--- config.mk ---
export PLATFORM = sky130hd
export DESIGN_NAME = cam_readout_flat
export DESIGN_NICKNAME = d
export VERILOG_FILES = /design/src/rtl/cam_readout_if.sv /design/src/rtl/cam_readout.sv /design/src/flat_wrapper.sv
export SDC_FILE = /design/constraint.sdc
export NUM_CORES = 1
export LEC_CHECK = 0
export CORE_UTILIZATION = 57
export CTS_BUF_LIST = sky130_fd_sc_hd__clkbuf_2 sky130_fd_sc_hd__clkbuf_4 sky130_fd_sc_hd__clkbuf_8
export DETAILED_ROUTE_END_ITERATION = 6
export PLACE_DENSITY = 0.86
export SLEW_MARGIN = 40
export SYNTH_ARGS = -nofsm -noshare
export SYNTH_HDL_FRONTEND = slang
export SYNTH_SLANG_ARGS = --single-unit
--- constraint.sdc ---
create_clock -name clk -period 2.87 [get_ports clk]
set_input_delay 0.4305 -clock clk [delete_from_list [all_inputs] [get_ports clk]]
set_output_delay 0.4305 -clock clk [all_outputs]
set_load 0.05 [all_outputs]
--- src/rtl/cam_readout_if.sv ---
// cam_readout_if -- record stream from the CAM readout block to the
// redundancy-analysis / repair-allocation logic.
//
// Handshake: a record transfers on a rising clk edge where out_valid and
// out_ready are both 1. Once out_valid is raised the producer keeps
// out_type/out_idx/out_data stable and out_valid high until that transfer;
// out_ready may change freely and never depends combinationally on out_valid.
interface cam_readout_if #(
    parameter int IDXW = 4
);
    logic            out_valid;
    logic            out_ready;
    logic            out_type;   // 0 = pivot record, 1 = non-pivot record
    logic [IDXW-1:0] out_idx;    // source entry index inside its CAM
    logic [25:0]     out_data;   // pivot entry, or {9'b0, non-pivot entry}

    modport master (
        output out_valid,
        output out_type,
        output out_idx,
        output out_data,
        input  out_ready
    );

    modport slave (
        input  out_valid,
        input  out_type,
        input  out_idx,
        input  out_data,
        output out_ready
    );
endinterface

--- src/rtl/cam_readout.sv ---
// cam_readout -- snapshots the pivot and non-pivot fault CAMs on a start pulse
// and streams the entries, lowest index first, pivot entries before non-pivot
// entries, one record per accepted handshake.
//
// Build option CAM_RD_SKIP_EN:
//   defined   -> entries whose enable bit is 0 are skipped
//   undefined -> every entry is emitted; the enable bit is visible in out_data
//
// Pivot entry   (26b): {enable, row[9:0], col[9:0], bnk[1:0], must[2:0]}
// Non-pivot entry (17b): {enable, ptr[2:0], dscrpt, addr[9:0], bnk[1:0]}
module cam_readout #(
    parameter int PCAM  = 8,
    parameter int NPCAM = 16,
    parameter int IDXW  = 4
) (
    input  logic                 clk,
    input  logic                 rst,        // asynchronous, active low
    input  logic                 start,
    input  logic [PCAM*26-1:0]   pcam_bus,
    input  logic [NPCAM*17-1:0]  npcam_bus,
    cam_readout_if.master        out_if,
    output logic                 busy,
    output logic                 done,
    output logic [4:0]           rec_cnt,
    output logic [1:0]           state_dbg
);

    typedef enum logic [1:0] {
        S_IDLE = 2'd0,
        S_PIV  = 2'd1,
        S_NPIV = 2'd2,
        S_FIN  = 2'd3
    } state_t;

    state_t               state;

    // Snapshot of both CAMs taken at start; the live buses are free to change.
    logic [PCAM*26-1:0]   pcam_sh;
    logic [NPCAM*17-1:0]  npcam_sh;

    // Entries still to be emitted.
    logic [PCAM-1:0]      pmask;
    logic [NPCAM-1:0]     nmask;

    // Initial masks derived from the live buses at start.
    logic [PCAM-1:0]      p_init;
    logic [NPCAM-1:0]     n_init;

    // Lowest pending entry of each CAM.
    logic [PCAM-1:0]      p_low;
    logic [NPCAM-1:0]     n_low;
    logic [IDXW-1:0]      p_sel_idx;
    logic [IDXW-1:0]      n_sel_idx;
    logic [25:0]          p_sel_data;
    logic [16:0]          n_sel_data;

    logic                 accept;
    logic                 slot_free;

    assign state_dbg = state;

    // A record leaves on this edge; the output register can take a new one
    // when it is empty or being drained in the same cycle.
    assign accept    = out_if.out_valid & out_if.out_ready;
    assign slot_free = ~out_if.out_valid | out_if.out_ready;

    // Isolate the lowest pending bit of each mask (x & -x).
    assign p_low = pmask & (~pmask + PCAM'(1));
    assign n_low = nmask & (~nmask + NPCAM'(1));

    // Build the starting masks from the enable bits, or take every entry.
    always_comb begin
        p_init = '0;
        n_init = '0;
`ifdef CAM_RD_SKIP_EN
        for (int i = 0; i < PCAM; i++) begin
            p_init[i] = pcam_bus[26*i+25];
        end
        for (int j = 0; j < NPCAM; j++) begin
            n_init[j] = npcam_bus[17*j+16];
        end
`else
        p_init = '1;
        n_init = '1;
`endif
    end

    // Lowest-index pending pivot entry: scan downward so the lowest wins.
    always_comb begin
        p_sel_idx  = '0;
        p_sel_data = '0;
        for (int i = PCAM - 1; i >= 0; i--) begin
            if (pmask[i]) begin
                p_sel_idx  = IDXW'(i);
                p_sel_data = pcam_sh[26*i +: 26];
            end
        end
    end

    // Lowest-index pending non-pivot entry.
    always_comb begin
        n_sel_idx  = '0;
        n_sel_data = '0;
        for (int j = NPCAM - 1; j >= 0; j--) begin
            if (nmask[j]) begin
                n_sel_idx  = IDXW'(j);
                n_sel_data = npcam_sh[17*j +: 17];
            end
        end
    end

    // Readout FSM with registered stream, status and snapshot registers.
    // PIV and NPIV share one loader: pivot entries drain first, and when the
    // pivot mask is empty the next free slot takes a non-pivot entry, so the
    // changeover costs no bubble.
    always_ff @(posedge clk or negedge rst) begin
        if (!rst) begin
            state             <= S_IDLE;
            pcam_sh           <= '0;
            npcam_sh          <= '0;
            pmask             <= '0;
            nmask             <= '0;
            out_if.out_valid  <= 1'b0;
            out_if.out_type   <= 1'b0;
            out_if.out_idx    <= '0;
            out_if.out_data   <= '0;
            busy              <= 1'b0;
            done              <= 1'b0;
            rec_cnt           <= '0;
        end else begin
            done <= 1'b0;

            if (accept && rec_cnt != 5'd31) begin
                rec_cnt <= rec_cnt + 5'd1;
            end

            case (state)
                S_IDLE: begin
                    if (start) begin
                        pcam_sh  <= pcam_bus;
                        npcam_sh <= npcam_bus;
                        pmask    <= p_init;
                        nmask    <= n_init;
                        rec_cnt  <= '0;
                        busy     <= 1'b1;
                        state    <= S_PIV;
                    end
                end

                S_PIV, S_NPIV: begin
                    if (slot_free) begin
                        if (|pmask) begin
                            out_if.out_valid <= 1'b1;
                            out_if.out_type  <= 1'b0;
                            out_if.out_idx   <= p_sel_idx;
                            out_if.out_data  <= p_sel_data;
                            pmask            <= pmask & ~p_low;
                            state            <= S_PIV;
                        end else if (|nmask) begin
                            out_if.out_valid <= 1'b1;
                            out_if.out_type  <= 1'b1;
                            out_if.out_idx   <= n_sel_idx;
                            out_if.out_data  <= {9'b0, n_sel_data};
                            nmask            <= nmask & ~n_low;
                            state            <= S_NPIV;
                        end else begin
                            out_if.out_valid <= 1'b0;
                            state            <= S_FIN;
                        end
                    end
                end

                S_FIN: begin
                    done  <= 1'b1;
                    busy  <= 1'b0;
                    state <= S_IDLE;
                end

                default: begin
                    state <= S_IDLE;
                end
            endcase
        end
    end

endmodule

--- src/flat_wrapper.sv ---
// flat-port wrapper written by rule: the top's interface ports become plain ports
module cam_readout_flat 
#(
    parameter int PCAM  = 8,
    parameter int NPCAM = 16,
    parameter int IDXW  = 4
)
  (clk, rst, start, pcam_bus, npcam_bus, busy, done, rec_cnt, state_dbg, out_if_out_valid, out_if_out_type, out_if_out_idx, out_if_out_data, out_if_out_ready);
  cam_readout_if #(.IDXW(IDXW)) out_if_i ();
  input  logic clk;
  input  logic rst;
  input  logic start;
  input  logic [PCAM*26-1:0] pcam_bus;
  input  logic [NPCAM*17-1:0] npcam_bus;
  output logic busy;
  output logic done;
  output logic [4:0] rec_cnt;
  output logic [1:0] state_dbg;
  output wire logic [$bits(out_if_i.out_valid)-1:0] out_if_out_valid;
  output wire logic [$bits(out_if_i.out_type)-1:0] out_if_out_type;
  output wire logic [$bits(out_if_i.out_idx)-1:0] out_if_out_idx;
  output wire logic [$bits(out_if_i.out_data)-1:0] out_if_out_data;
  input wire logic [$bits(out_if_i.out_ready)-1:0] out_if_out_ready;
  assign out_if_out_valid = out_if_i.out_valid;
  assign out_if_out_type = out_if_i.out_type;
  assign out_if_out_idx = out_if_i.out_idx;
  assign out_if_out_data = out_if_i.out_data;
  assign out_if_i.out_ready = out_if_out_ready;
  cam_readout #(.PCAM(PCAM), .NPCAM(NPCAM), .IDXW(IDXW)) u_core (.clk(clk), .rst(rst), .start(start), .pcam_bus(pcam_bus), .npcam_bus(npcam_bus), .out_if(out_if_i), .busy(busy), .done(done), .rec_cnt(rec_cnt), .state_dbg(state_dbg));
endmodule
* After elaboration in Yosys (flattened, before gate mapping) *
Index checks and enable logic that the tools add are counted.
Widths: inputs -> output; s select.

storage, ports and cells
  flip-flop bits (word level) = 545
  input bits = 484
  output and inout port bits = 41
  logic and storage cells = 126

operators by class
  add/subtract/negate cells = 3
  equality and inequality tests = 9
  muxes and demuxes = 76
  bitwise gates (word level) = 11
  reduce and logical (&&, ||, !) cells = 15

operators with widths
  kind                   number
  $mux 17                16
  $mux 26                10
  $mux 4                 18
  $mux 16                4
  $and 16x16->16         2
  $not 16->16            2
  $pmux 16 s2            1
  $mux 3                 8
  $mux 8                 3
  $add 16x1->16 const B  1
  $and 8x8->8            2
  $not 8->8              2
  $pmux 8 s2             1
  $reduce_or 16->1       1
  $mux 5                 3
  $add 8x1->8 const B    1
  $reduce_and 2->1       4
  $reduce_or 8->1        1
  $mux 1                 7
  $mux 2                 3
  $ne 2x1->1 const B     3
  $pmux 2 s3             1
  $reduce_bool 2->1      3
  $add 5x1->5 const B    1
  other kinds (14)       16

* Logic depth before layout (Yosys ltp) *
Gate-level depths: netlist (run 1).

  depth in word-level cells = 18
  gate-level depth with buffers = 9
  mapped depth without buffers = 7

* Worst setup path before layout (run 1) *
OpenSTA, ideal clock, no wires.

  path kind = register to register
  start = reg u_core.state[0], in the netlist u_core.state_dbg[0]
  end = reg u_core.nmask[13]
  library setup time = 66 ps
  arrival time = 2182 ps
  data required time = 2804 ps
  setup slack = 622 ps
  stages on the path, launching flop included = 7
  buffers on the path = 2
  clock period less this slack = 2248 ps
  cell sequence = dfrtp_1 inv_1 ha_1 clkbuf_1 nor2_1 clkbuf_1 o32a_1

on the way
  longest elaborated chain between the ends = 4
  elaborated cells on any way between the ends = 11

RTL lines
  item                                                RTL line            source
  from (decl)                                         cam_readout.sv:35   state_t state;
  from (signal assigned)                              cam_readout.sv:118  state <= S_IDLE;
  from (signal assigned)                              cam_readout.sv:146  state <= S_PIV;
  from (signal assigned)                              cam_readout.sv:158  state <= S_PIV;
  $eq 2x1->1 / $eq 2x2->1 (equally long branches)     cam_readout.sv:137  case (state)
  $reduce_or 2->1                                     cam_readout.sv:137
  $ne 2x1->1 (no line), or another cell as far along  --
  $reduce_and 5->1 (no line)                          --
  to (signal assigned)                                cam_readout.sv:143  nmask <= n_init;
  to (signal assigned)                                cam_readout.sv:164  nmask <= nmask & ~n_low;
  to (decl)                                           cam_readout.sv:43   logic [NPCAM-1:0] nmask;

Parallel ways exist; a longest one is shown, timed or not.
A chain may end at the register's enable or synchronous reset.

* Worst setup path in the final report (run 1) *
  start = reg u_core.pmask[4]
  end = reg u_core.out_if.out_data[6]

on the way
  longest elaborated chain between the ends = 6
  elaborated cells on any way between the ends = 9

RTL lines
  item                    RTL line              source
  from (decl)             cam_readout.sv:42     logic [PCAM-1:0] pmask;
  from (signal assigned)  cam_readout.sv:142    pmask <= p_init;
  from (signal assigned)  cam_readout.sv:157    pmask <= pmask & ~p_low;
  $mux 26 (5 in a row)    cam_readout.sv:93     if (pmask[i]) begin
  $mux 26                 cam_readout.sv:152    if (|pmask) begin
  to (signal assigned)    cam_readout.sv:156    out_if.out_data <= p_sel_data;
  to (signal assigned)    cam_readout.sv:163    out_if.out_data <= {9'b0, n_sel_data};
  to (decl)               cam_readout_if.sv:21  output out_data,

Parallel ways exist; a longest one is shown, timed or not.

==> reports/results.ini, run 1 <==
[status]
status = finished, final reports clean

[die]
fp-row-count = 75
initial_utilization_pct = 58.32
fp.dieArea_um2 = 44140
dieWidth_um = 210.1
die_y_um = 210.1
pin_count = 525
design.core.area_um2 = 42320

[place]
place_congestion = 0.9912
hpwl_um = 62600
port_buffers = 524
placedCellCount = 3845

[power_and_ir_drop]
peakVddDrop_mv = 0.7721
p_per_area_nw_per_um2 = 1099
switching_share_pct = 42.84
seqPwrFrac_pct = 38.7
p_switching_uw = 15260
comb_power_share_pct = 41.3
pwr-share-clk_pct = 19.9
total_power_uw = 35620
p_int_uw = 20360
leakage_uw = 0.01537

[clock_network]
cts_tree = yes
clk_path_buf_depth = 3
htreeDepth = 3
cts_sinks = 545
numCtsBuffers = 88
cts.reportedPaths.clkPinSlew_ps = 70
clock_latency_ps = 680
ctsResizeCount = 0
root_buffer = clkbuf_8

[timing]
period_needed_ps = 2616
hold_viol_final = 0
tightest_slew_ps = 818.6
maxSlewViolCount = 0
timing.final.crit_share_pct = 91.15
rsz0062_at_grt = no
relSlewSlack_pct = 45.43
fin_skew_ps = 25.82
whs_ps = 279.4
setup_tns_ps = 0
finalSetupViolCount = 0
max_freq_mhz = 382.3

[final_layout]
fin_nets = 3848
final_common_cell = nand2_1
drive_above_1_share_pct = 7.524
syn2layout_area_growth_pct = 31.28
instances_no_fill = 4012
final_cell_mix = nand2_1, dfrtp_1, clkdlybuf4s50_1, o21ai_0, a221oi_1

[grt]
grt_overflow = 0
grt_start_max_net_pins = 158
grt_pass1_vias = 23705
antenna_found_initial = 10
grt_pass1_wl_um = 131800
track_usage_pct = 39.32

[routing]
drt_iter0_markers = 2832
drtPass1Iterations = 6
drc = 0
vias_per_cell = 5.935
vias = 23813
antenna_left = 0
routed_wirelength_um = 86830
avgRoutedWirePerCell_um = 21.64

[critical_path]
cp-start-kind = register
endpoint_kind = register
critical_path_required_ps = 3460
r2r_cells = 6
cp.arrival_ps = 3210
reg2reg_from = u_core.pmask[4]
critPathMaxFanout = 21
path_class = register to register
reg2reg_to = u_core.out_if.out_data[6]
reg2reg_setup_slack_ps = 250

[yosys]
syn_nets = 3378
yosys_warnings = 0
synthArstFlopShare_pct = 100.0
synth-seq-cells = 545
synth-edff-count = 0
synthCells = 2889
synthFlopType = dfrtp_1
yosysSeqAreaShare_pct = 55.25
postSynthAreaPerCell_um2 = 8.544
synthesis.area_um2 = 24680
synth.distinct_cells = 61

[worst_hold_path]
whs_endpoint = u_core.npcam_sh[217]
min_from = npcam_bus[217]
hold_depth = 3
hp-class = input pin to register

[flow_run]
max-cap-violations = 0

kinds of logic (layout without fill, tap and decap cells):
logic type                 count (synthesis)  count (layout)  share of synthesized area (%)
AOI/OAI and AO/OA                        451             451                          13.20
xor gates and xnor gates                   3               3                         0.1065
adders and majority gates                  5               5                         0.2535
buffers and inverters                    273             813                          4.466
DFF                                      545             545                          55.25
muxes                                      2               2                        0.08617
other                                      0               6                              0
and+or+nand+nor                         1610            1610                          26.64
critical path, cell delays in order, from the launching register on:
cell and delay [ps]:
dfrtp_1 500, nor4_4 460, nand2_4 250, buf_4 290, a2111oi_0 500, o221ai_1 370
o21ai_0 150
through the flow:
stage | setup slack, ps | area (um^2) | util [%]
2_1_floorplan | 621.8 | 24680 | -
3_3_place_gp | 311.9 | 30500 | 72.06
3_5_place_dp | 212.1 | 30500 | 72.07
4_1_cts | 332.2 | 32390 | 76.53
5_1_grt | 119.0 | 32400 | 76.55
6_report | 253.9 | 32400 | 76.56
area by class of cell:
class	count	area, um^2
Antenna cell	6	15.01
Clock buffer	146	1784
Clock inverter	14	93.84
Fill cell	2926	9918
Inverter	61	229.0
Multi-Input combinational cell	2071	9957
Sequential cell	545	13640
Tap cell	577	721.9
Timing Repair Buffer	592	5963
routing by layer:
layer / global-route usage (%) / vias to the layer above / part of all wire (%)
met5: 0 / - / 0.063
met1: 50.05 / 11457 / 37
met4: 25.37 / 8 / 7.0
li1: - / 10539 / -
met2: 61.67 / 1504 / 46
met3: 8.075 / 305 / 9.5
power groups by stage:
stage               registers [uW]  clock network, uW  logic, uW
global placement             13600                  0      13900
global route                 14100               7470      15900
CTS                          13700               7140      14500
finish                       13800               7100      14700
detailed placement           13700                  0      14400
floorplan                    13800                  0       8730
cell usage after synthesis (all sizes together) (19+ instances only):
cell | n | share of area (%)
nor2 | 57 | 0.87
nor2b | 42 | 1.1
a21oi | 54 | 1.2
a221oi | 111 | 3.9
inv | 59 | 0.90
a221o | 34 | 1.4
clkbuf | 176 | 2.7
nand2 | 1384 | 21
o21ai | 133 | 2.7
nand3b | 34 | 1.0
nor4 | 59 | 1.8
o22ai | 19 | 0.48
dfrtp | 545 | 55
buf | 36 | 0.86
sequential cells by signal, summed over array words and instances (netlist names):
signal                   flops
u_core.state_dbg             2
u_core.out_if.out_valid      1
u_core.pcam_sh             208
u_core.done                  1
u_core.out_if.out_type       1
u_core.busy                  1
u_core.out_if.out_data      26
u_core.rec_cnt               5
u_core.out_if.out_idx        4
u_core.npcam_sh            272
u_core.nmask                16
u_core.pmask                 8
repair_timing:
item | 4_1_cts | 5_1_grt
setup endpoints to repair | 0 | 0
endpoints found under the hold margin | 54 | 0
buffers inserted | 0 | 0
hold buffers | 1 | 0
worst max-delay path by stage:
stage / endpoint / start / cells past startpoint / slack, ps
2_1_floorplan: u_core.nmask[13] / u_core.state_dbg[0] / 6 / 620
3_3_place_gp: u_core.out_if.out_data[1] / out_if_out_ready / 6 / 310
3_5_place_dp: u_core.out_if.out_data[0] / out_if_out_ready / 6 / 210
4_1_cts: u_core.out_if.out_data[0] / u_core.nmask[5] / 5 / 330
5_1_grt: u_core.out_if.out_data[6] / u_core.pmask[4] / 6 / 120
6_report: u_core.out_if.out_data[6] / u_core.pmask[4] / 6 / 250
(Power assumes the default switching activity.)
==> run 2, diff against run 1 <==
- PLACE_DENSITY: 0.86 -> 0.91
==> run 2 against run 1 <==
  * Combinational power increased by 3%
  * Clock-buffer cell count decreased by 2
  * Non-clock buffer count increased by 4
  * Sequential share of layout area decreased by 0.11 points
  * First-iteration DRC count increased by 8.4%
  * Register-to-register slack improved by 30 ps
  * Die area unchanged
  * Fmax increased by 1.3%
  * Sequential power about the same
  * Largest power group unchanged
==> reports/results.ini, run 2 (synthesized netlist as in run 1, its figures left out) <==
[worst_hold_path]
min_from = npcam_bus[55]
hp-class = input pin to register
hold_depth = 3  ; unchanged
whs_endpoint = u_core.npcam_sh[55]

[routing]
avgRoutedWirePerCell_um = 22.23  ; +2.7%
drtPass1Iterations = 6  ; unchanged
vias_per_cell = 6.030  ; +1.6%
routed_wirelength_um = 89150  ; +2.7%
antenna_left = 0  ; unchanged
drc = 0  ; unchanged
vias = 24179  ; +1.5%
drt_iter0_markers = 3069  ; +8.4%

[power_and_ir_drop]
switching_share_pct = 42.89  ; +0.050 points
p_switching_uw = 15500  ; +1.6%
comb_power_share_pct = 41.7  ; +0.4 points
peakVddDrop_mv = 0.7882  ; +2.1%
p_int_uw = 20650  ; +1.4%
leakage_uw = 0.01542  ; +0.32%
pwr-share-clk_pct = 20.2  ; +0.3 points
seqPwrFrac_pct = 38.0  ; -0.7 points
p_per_area_nw_per_um2 = 1113  ; +1.2%

[timing]
whs_ps = 289.4  ; +9.972 ps
fin_skew_ps = 38.43  ; +12.60 ps
maxSlewViolCount = 0  ; unchanged
hold_viol_final = 0  ; unchanged
finalSetupViolCount = 0  ; unchanged
tightest_slew_ps = 814.9  ; -3.671 ps
setup_tns_ps = 0  ; unchanged
relSlewSlack_pct = 45.67  ; +0.24 points
rsz0062_at_grt = no
timing.final.crit_share_pct = 89.98  ; -1.2 points
max_freq_mhz = 387.2  ; +1.3%
period_needed_ps = 2582  ; -33.65 ps

[critical_path]
endpoint_kind = register
critPathMaxFanout = 18  ; -14%
reg2reg_to = u_core.out_if.out_data[0]
path_buf_inv = 1  ; unchanged
cpMaxStageDelayCell = a221oi_1
crit_chain = nor2b_1 > buf_4 > a221oi_1 > a221oi_1 > o221ai_1 > o21ai_0
cpPeakStageDelay_ps = 710  ; +210 ps
critical_path_required_ps = 3370  ; -90 ps
path_common_cell = a221oi_1
crit_family = compound AO/OA/AOI/OAI gates
reg2reg_setup_slack_ps = 290  ; +30 ps
path_class = register to register
cp-start-kind = register
r2r_cells = 6  ; unchanged
reg2reg_from = u_core.nmask[6]
cp.arrival_ps = 3080  ; -130 ps

[grt]
track_usage_pct = 40.24  ; +0.92 points
grt_start_max_net_pins = 133  ; -16%
grt_overflow = 0  ; unchanged
grt_pass1_vias = 24066  ; +1.5%
grt_pass1_wl_um = 135400  ; +2.7%
antenna_found_initial = 9  ; -1

[clock_network]
cts_tree = yes
root_buffer = clkbuf_8
clock_latency_ps = 670  ; about the same
cts_sinks = 545  ; unchanged
clk_path_buf_depth = 3  ; unchanged
htreeDepth = 3  ; unchanged
cts.reportedPaths.clkPinSlew_ps = 60  ; about the same
numCtsBuffers = 89  ; +1.1%

[die]
pin_count = 525  ; unchanged
dieWidth_um = 210.1  ; unchanged
initial_utilization_pct = 58.32  ; unchanged
die_y_um = 210.1  ; unchanged
fp-row-count = 75  ; unchanged
design.core.area_um2 = 42320  ; unchanged
fp.dieArea_um2 = 44140  ; unchanged

[final_layout]
final_common_cell = nand2_1
largest_reg_flops = 272  ; unchanged
fin_nets = 3853  ; +0.13%
reg_top3 = u_core.npcam_sh x272, u_core.pcam_sh x208, u_core.out_if.out_data x26
final_cell_mix = nand2_1, dfrtp_1, clkdlybuf4s50_1, o21ai_0, clkbuf_8
top_register = u_core.npcam_sh
syn2layout_area_growth_pct = 31.64
drive_above_1_share_pct = 7.497  ; -0.027 points
fillCellCount = 2812  ; -3.9%

[place]
port_buffers = 524  ; unchanged
place_congestion = 0.9725  ; -1.9%
hpwl_um = 63440  ; +1.3%

[status]
status = finished, final reports clean

[flow_run]
max-cap-violations = 0  ; unchanged

run 2: worst min-delay path, stage by stage:
cell and delay, ps:
clkdlybuf4s50_1 400, nand2_1 50, nand2_1 40
run 2: cell type report:
type	instances	area [um^2]	share of cell area, %
clock inverters	11	123.9	0.3812
diodes	5	12.51	0.03851
flip-flops and latches	545	13640	41.98
multi-input cells	2071	9965	30.67
well taps	577	721.9	2.222
repair buffers	596	6006	18.48
clock buffers	144	1794	5.522
inverters	61	229.0	0.7047
run 2: power by group through the flow:
stage	Combinational (uW)	Clock [uW]	Sequential (uW)
6_report	15100	7310	13800
5_1_grt	16200	7660	14000
4_1_cts	14800	7330	13600
3_5_place_dp	14600	0	13700
3_3_place_gp	14100	0	13500
2_1_floorplan	8730	0	13800
run 2: through the flow:
stage | power (uW) | setup WS [ps] | cells | area [um^2] | utilization (%)
floorplan | 22490 | 621.8 | 2889 | 24680 | -
CTS | 35740 | 352.3 | 4005 | 32470 | 76.72
detailed placement | 28270 | 241.8 | 3849 | 30540 | 72.17
finish | 36150 | 287.6 | 4010 | 32490 | 76.77
global placement | 27570 | 281.8 | 3849 | 30540 | 72.16
global route | 37900 | 56.53 | 4009 | 32490 | 76.77
run 2: worst max path at each step:
| stage | endpoint | depth (start not counted) | start | slack (ps) |
|---|---|---|---|---|
| after CTS | u_core.out_if.out_data[3] | 6 | u_core.pmask[4] | 350 |
| after floorplan | u_core.nmask[13] | 6 | u_core.state_dbg[0] | 620 |
| after global placement | u_core.out_if.out_data[0] | 6 | out_if_out_ready | 280 |
| final | u_core.out_if.out_data[0] | 6 | u_core.nmask[6] | 290 |
| after detailed placement | u_core.out_if.out_data[0] | 6 | out_if_out_ready | 240 |
| after global routing | u_core.out_if.out_data[2] | 6 | u_core.pmask[4] | 60 |
run 2: timing repair:
item	CTS	global route
gates resized for setup	0	0
hold buffers	1	0
hold endpoints to repair	59	0
setup buffers	0	0
run 2: layer usage:
layer  vias to the layer above  GRT usage (%)  wire length, um
met4                         8          25.20             5687
met3                       339          8.850             9027
met5                         -              0               58
met2                      1715          64.06            42050
li1                      10545              -                -
met1                     11572          50.24            32320
